==> src/rtl/ref_clksw_pkg.sv <==
// ---------------------------------------------------------------------------
// Module   : ref_clksw_pkg
// Brief    : Shared types and default timing constants for the reference
//            clock switch controller.
// Revision : 1.0 - initial release
// ---------------------------------------------------------------------------
`default_nettype none

package ref_clksw_pkg;

  // Controller states; DWELL is only reachable when REF_CLKSW_DWELL_EN is set
  typedef enum logic [1:0] {
    ST_IDLE   = 2'd0,
    ST_SWITCH = 2'd1,
    ST_DWELL  = 2'd2
  } state_e;

  localparam int unsigned C_SETTLE_CYCLES_DEF = 8;
  localparam int unsigned C_DWELL_CYCLES_DEF  = 16;

endpackage

`default_nettype wire

==> src/rtl/ref_clksw_timer.sv <==
// ---------------------------------------------------------------------------
// Module   : ref_clksw_timer
// Brief    : Loadable 8-bit down-counter with zero flag; times both the
//            settle window and the dwell window of the switch controller.
// Revision : 1.0 - initial release
// ---------------------------------------------------------------------------
`default_nettype none

module ref_clksw_timer (
  input  logic       clk_i,
  input  logic       rst_i,
  input  logic       load_i,
  input  logic [7:0] load_val_i,
  input  logic       dec_i,
  output logic       zero_o
);

  logic [7:0] count_q;
  logic [7:0] count_d;

  // Load has priority; decrement saturates at zero
  always_comb begin
    count_d = count_q;
    if (load_i) begin
      count_d = load_val_i;
    end else if (dec_i && (count_q != 8'd0)) begin
      count_d = count_q - 8'd1;
    end
  end

  // Counter register
  always_ff @(posedge clk_i or posedge rst_i) begin
    if (rst_i) begin
      count_q <= 8'd0;
    end else begin
      count_q <= count_d;
    end
  end

  assign zero_o = (count_q == 8'd0);

endmodule

`default_nettype wire

==> src/rtl/ref_clock_switch_ctrl.sv <==
// ---------------------------------------------------------------------------
// Module   : ref_clock_switch_ctrl
// Brief    : Control FSM for a two-source glitch-free reference clock mux.
//            Handles requested switches, rejects switches to unhealthy
//            sources and performs autonomous failover.
//            Optional macro REF_CLKSW_DWELL_EN adds a post-switch dwell
//            period of DWELL_CYCLES during which no request is accepted.
// Revision : 1.0 - initial release
// ---------------------------------------------------------------------------
`default_nettype none

module ref_clock_switch_ctrl
  import ref_clksw_pkg::*;
#(
  parameter int unsigned SETTLE_CYCLES = C_SETTLE_CYCLES_DEF,
  parameter int unsigned DWELL_CYCLES  = C_DWELL_CYCLES_DEF
) (
  input  logic       clk_i,
  input  logic       rst_i,
  input  logic       req_valid_i,
  input  logic       req_sel_i,
  output logic       req_ready_o,
  output logic       resp_valid_o,
  output logic       resp_err_o,
  input  logic [1:0] src_ok_i,
  output logic       mux_sel_o,
  output logic       cur_sel_o,
  output logic       busy_o,
  output logic       failover_o
);

  localparam logic [7:0] C_SETTLE_LOAD = 8'(SETTLE_CYCLES - 1);
  localparam logic [7:0] C_DWELL_LOAD  = 8'(DWELL_CYCLES - 1);

  state_e state_q;
  logic   mux_sel_q;
  logic   cur_sel_q;
  logic   resp_valid_q;
  logic   resp_err_q;
  logic   failover_q;
  logic   fo_run_q;     // current switch is a failover: no completion response

  logic   w_fo_cond;
  logic   w_ready;
  logic   w_fo_start;
  logic   w_req_start;
  logic   w_sw_done;
  logic   w_tmr_zero;
  logic   w_tmr_load;
  logic   [7:0] w_tmr_val;

  // Active source dead while the other is alive
  assign w_fo_cond   = ~src_ok_i[cur_sel_q] & src_ok_i[~cur_sel_q];
  assign w_ready     = (state_q == ST_IDLE) & ~w_fo_cond;
  assign w_fo_start  = (state_q != ST_SWITCH) & w_fo_cond;
  assign w_req_start = w_ready & req_valid_i & (req_sel_i != cur_sel_q) & src_ok_i[req_sel_i];
  assign w_sw_done   = (state_q == ST_SWITCH) & w_tmr_zero;

`ifdef REF_CLKSW_DWELL_EN
  // Timer reload: settle window on switch start, dwell window on completion
  always_comb begin
    w_tmr_load = 1'b0;
    w_tmr_val  = C_SETTLE_LOAD;
    if (w_fo_start || w_req_start) begin
      w_tmr_load = 1'b1;
      w_tmr_val  = C_SETTLE_LOAD;
    end else if (w_sw_done) begin
      w_tmr_load = 1'b1;
      w_tmr_val  = C_DWELL_LOAD;
    end
  end
`else
  logic w_unused_dwell;
  assign w_unused_dwell = ^C_DWELL_LOAD;

  // Timer reload: settle window on switch start only
  always_comb begin
    w_tmr_load = w_fo_start | w_req_start;
    w_tmr_val  = C_SETTLE_LOAD;
  end
`endif

  ref_clksw_timer u_timer (
    .clk_i      (clk_i),
    .rst_i      (rst_i),
    .load_i     (w_tmr_load),
    .load_val_i (w_tmr_val),
    .dec_i      (state_q != ST_IDLE),
    .zero_o     (w_tmr_zero)
  );

  // Switch sequencing FSM with registered outputs
  always_ff @(posedge clk_i or posedge rst_i) begin
    if (rst_i) begin
      state_q      <= ST_IDLE;
      mux_sel_q    <= 1'b0;
      cur_sel_q    <= 1'b0;
      resp_valid_q <= 1'b0;
      resp_err_q   <= 1'b0;
      failover_q   <= 1'b0;
      fo_run_q     <= 1'b0;
    end else begin
      resp_valid_q <= 1'b0;
      resp_err_q   <= 1'b0;
      failover_q   <= 1'b0;
      case (state_q)
        ST_IDLE: begin
          if (w_fo_cond) begin
            state_q    <= ST_SWITCH;
            mux_sel_q  <= ~cur_sel_q;
            failover_q <= 1'b1;
            fo_run_q   <= 1'b1;
          end else if (req_valid_i) begin
            if (req_sel_i == cur_sel_q) begin
              resp_valid_q <= 1'b1;
            end else if (!src_ok_i[req_sel_i]) begin
              resp_valid_q <= 1'b1;
              resp_err_q   <= 1'b1;
            end else begin
              state_q   <= ST_SWITCH;
              mux_sel_q <= req_sel_i;
              fo_run_q  <= 1'b0;
            end
          end
        end
        ST_SWITCH: begin
          if (w_tmr_zero) begin
            cur_sel_q    <= mux_sel_q;
            resp_valid_q <= ~fo_run_q;
`ifdef REF_CLKSW_DWELL_EN
            state_q      <= ST_DWELL;
`else
            state_q      <= ST_IDLE;
`endif
          end
        end
`ifdef REF_CLKSW_DWELL_EN
        ST_DWELL: begin
          if (w_fo_cond) begin
            state_q    <= ST_SWITCH;
            mux_sel_q  <= ~cur_sel_q;
            failover_q <= 1'b1;
            fo_run_q   <= 1'b1;
          end else if (w_tmr_zero) begin
            state_q <= ST_IDLE;
          end
        end
`endif
        default: state_q <= ST_IDLE;
      endcase
    end
  end

  assign req_ready_o  = w_ready & ~rst_i;
  assign resp_valid_o = resp_valid_q;
  assign resp_err_o   = resp_err_q;
  assign mux_sel_o    = mux_sel_q;
  assign cur_sel_o    = cur_sel_q;
  assign busy_o       = (state_q != ST_IDLE);
  assign failover_o   = failover_q;

endmodule

`default_nettype wire

==> config.mk <==
export PLATFORM = sky130hd
export DESIGN_NAME = ref_clock_switch_ctrl
export DESIGN_NICKNAME = d
export VERILOG_FILES = /design/src/rtl/ref_clksw_pkg.sv /design/src/rtl/ref_clksw_timer.sv /design/src/rtl/ref_clock_switch_ctrl.sv
export SDC_FILE = /design/constraint.sdc
export NUM_CORES = 1
export LEC_CHECK = 0
export BUFFER_PORTS_ARGS = -buffer_cell sky130_fd_sc_hd__clkbuf_2
export CORE_MARGIN = 2
export CORE_UTILIZATION = 55
export DETAILED_ROUTE_END_ITERATION = 8
export GPL_TIMING_DRIVEN = 0
export PLACE_DENSITY = 0.78
export SYNTH_ARGS = -nofsm -noshare
export SYNTH_HDL_FRONTEND = slang
export SYNTH_SLANG_ARGS = --single-unit
==> constraint.sdc <==
create_clock -name clk_i -period 4.8 [get_ports clk_i]
set_clock_uncertainty 0.2 [all_clocks]
set_input_delay 0.24 -clock clk_i [delete_from_list [all_inputs] [get_ports clk_i]]
set_output_delay 0.24 -clock clk_i [all_outputs]
set_load 0.01 [all_outputs]
==> impl_metrics.py <==
metrics = {
    "outcome": {
        "outcome": "complete, no violations",
    },
    "floorplan": {
        "die_w_um": 43.4,
        "initial_core_util_pct": 58.0,
        "rows": 14,
        "die-area_mm2": 0.00188,
        "top_level_ports": 13,
        "coreArea_mm2": 0.00147,
        "die_y_um": 43.4,
    },
    "power": {
        "power_switching_share_pct": 40.6,
        "powerDensity_mw_per_mm2": 569,
        "internal-power_uw": 328,
        "finalPower_uw": 552,
        "seq_power_share_pct": 44.3,
        "combPwrFrac_pct": 42.4,
        "p_sw_uw": 224,
        "leakagePower_uw": 0.000464,
        "clockPowerShare_pct": 13.3,
        "peakVddDrop_uv": 307,
    },
    "place": {
        "dp_cells": 114,
        "place_area_um2": 933,
        "gp_congestion": 0.758,
        "dpl.hpwl_mm": 1.24,
        "io_buffers": 12,
        "dpl_worst_slack_ns": 2.56,
    },
    "sta": {
        "worst_slew_pin_slew_ns": 0.628,
        "relSlewSlack_pct": 58.1,
        "fmax_mhz": 442,
        "slew_viol_final": 0,
        "timing.final.crit_share_pct": 47.2,
        "rsz0062_at_grt": "no",
        "finalHoldViolCount": 0,
        "setup_ws_ns": 2.54,
        "setup-violations-final": 0,
        "fin_crit_ns": 2.26,
        "tns_ns": 0,
    },
    "finish": {
        "fin_cells": 119,
        "drive_above_1_share_pct": 21.4,
        "antenna_cells": 0,
        "final_net_count": 112,
        "n_fill_cell": 129,
        "postLayoutCellArea_um2": 970,
        "area_growth_pct": 13.6,
    },
    "routing": {
        "vias": 703,
        "drt-total-wl_mm": 1.66,
        "drt-wirelength-per-cell_um": 13.9,
        "dr.pass1.iters": 4,
        "drtIter0Drc": 4,
        "via_per_inst": 5.91,
        "drc_errors": 0,
        "wl_met1_um": 768,
        "top_layer": "met4",
        "met2_length_um": 789,
        "wl_met3_um": 54,
        "antenna_violating_nets_post_route": 0,
    },
    "clock_tree": {
        "cts_root_buf": "clkbuf_4",
        "tritoncts": "yes",
        "htree_levels": 1,
        "cts_buffers": 3,
        "insertion_delay_ns": 0.29,
        "cts.path.max_buffers": 2,
        "cts.sinks": 15,
        "path_clk_slew_ns": 0.09,
    },
    "global_route": {
        "grt_util_all_layers_pct": 21.2,
        "grt_first_pass_wirelength_mm": 2.88,
        "gr-total-overflow": 0,
        "grt_max_degree": 17,
        "antenna_found_initial": 0,
        "first_global_vias": 653,
    },
    "synth": {
        "yosysWarnings": 0,
        "synth_compound_area_share_pct": 15.0,
        "synthTopCellsByArea": "dfrtp_1 (44%), nor2_1 (4.0%), mux2i_1 (3.5%)",
        "synthSimpleGateAreaFrac_pct": 26.5,
        "synth_top_family_by_area": "simple AND/OR/NAND/NOR gates",
        "ys.flop_type": "dfrtp_1",
        "synth_adder_area_share_pct": 2.93,
        "netlist_area_um2": 853,
        "synth_edf_count": 0,
        "synthCells": 86,
        "synth_area_per_cell_um2": 9.92,
        "syn_nets": 94,
        "yosys.area.top_type_share_pct": 44.0,
        "synth_cell_types": 34,
        "synth_mux_area_share_pct": 6.60,
        "synth_top_cell_by_area": "dfrtp_1",
        "synth-xor-area-share_pct": 1.03,
        "post-synth-top-count-cell": "dfrtp_1",
        "synth_seq_area_share_pct": 44.0,
        "yosys-top-cells-count": "dfrtp_1 (15), nor2_1 (9), nand2_1 (7), inv_1 (6), a21oi_1 (5)",
        "synthArstFlopShare_pct": 100,
        "ys_ff_latch": 15,
    },
    "setup_path": {
        "worst-path-max-fanout": 3,
        "critPathCaptureType": "register",
        "path_class": "reg2reg",
        "critPathArrivalTime_ns": 2.25,
        "crit_required_ns": 4.79,
        "crit_path_start_kind": "register",
        "slowest_delay_ns": 0.50,
        "slowest_stage": "or4b_4",
        "crit_path_cell_trace": "inv_1, ha_1, or4b_4, nor4_1, nand2_1, mux2_4",
    },
    "hold_path": {
        "min_path_type": "in2reg",
    },
    "run": {
        "max-cap-violations": 0,
    },
}
## per-layer routing
metal	up-vias	track usage (%)
met2	13	33.1
met1	339	27.6
li1	346	-
met3	5	5.00
met4	0	10.9
met5	-	0
## cell type report
cell class / instances / area [µm²] / share of cell area (%)
multi-input combinational: 64 / 444 / 45.8
sequential: 15 / 375 / 38.7
timing repair buffer: 13 / 70.1 / 7.23
clock buffer: 4 / 26.3 / 2.71
inverter: 6 / 22.5 / 2.32
tap: 16 / 20.0 / 2.06
buffer: 1 / 11.3 / 1.16
## cell usage in the layout (no fill, tap or decap), types with 2 or more instances in the layout
cell,netlist,final
nor3b_1,2,2
nand2_1,7,7
nor4b_1,2,2
o32ai_1,2,2
and3_1,2,2
mux2i_1,3,3
clkbuf_4,0,3
a21oi_1,5,5
ha_1,2,2
o21ai_0,4,4
nor2_1,9,9
nand2b_1,4,4
dfrtp_1,15,15
clkbuf_2,0,12
inv_1,6,6
nor3_1,3,3
## path summary, 6_finish.rpt
| check | start | to | slack, ns | cells after the start |
|---|---|---|---|---|
| max | u_timer.count_q[0] | cur_sel_o | 2.54 | 6 |
| min | req_valid_i | resp_err_o | 0.04 | 3 |
| max reg2reg | u_timer.count_q[0] | cur_sel_o | 2.54 | 6 |
| min reg2reg | fo_run_q | resp_valid_o | 0.27 | 1 |
| max in group asynchronous | rst_i | u_timer.count_q[1] | 3.69 | 3 |
| min in group asynchronous | rst_i | u_timer.count_q[7] | 0.33 | 3 |
## metrics by stage
step	util, %	hold slack, ns
after floorplan	-	-0.0533
after CTS	65.9	0.0376
after detailed placement	63.4	0.103
after global placement	63.4	0.0990
final	65.9	0.0447
after global routing	65.9	0.0597
## kinds of logic after synthesis
group                      count (synthesis)
and+or+nand+nor                           39
AOI/OAI and AO/OA                         17
DFF                                       15
buffers and inverters                      7
muxes                                      5
adders and majority gates                  2
xor gates and xnor gates                   1
## power by group through the flow
stage / Combinational, µW / Sequential [µW] / Clock [µW]
after floorplan: 177 / 237 / 0
after global placement: 225 / 241 / 0
after detailed placement: 233 / 247 / 0
after CTS: 236 / 245 / 76.0
after global routing: 263 / 255 / 83.1
final: 234 / 244 / 73.5
## sequential cells by signal, summed over array words and instances, names as in the netlist
| register | count |
|---|---|
| state_q | 1 |
| resp_err_o | 1 |
| cur_sel_o | 1 |
| resp_valid_o | 1 |
| fo_run_q | 1 |
| u_timer.count_q | 8 |
| mux_sel_o | 1 |
| failover_o | 1 |
## worst max-delay path: cells and delay by family (launching register included)
| kind | cells | cell delay, ns |
|---|---|---|
| multiplexers | 1 | 0.32 |
| adder cells (fa/ha/maj) | 1 | 0.20 |
| buffers and inverters | 1 | 0.11 |
| AND/OR/NAND/NOR | 3 | 0.95 |
| flip-flops | 1 | 0.38 |
## repair_timing
item,CTS,global route
setup buffers,0,0
endpoints found under the hold margin,15,0
resized for setup,0,0
hold buffers,1,0
Power figures use the tool's default switching activity.
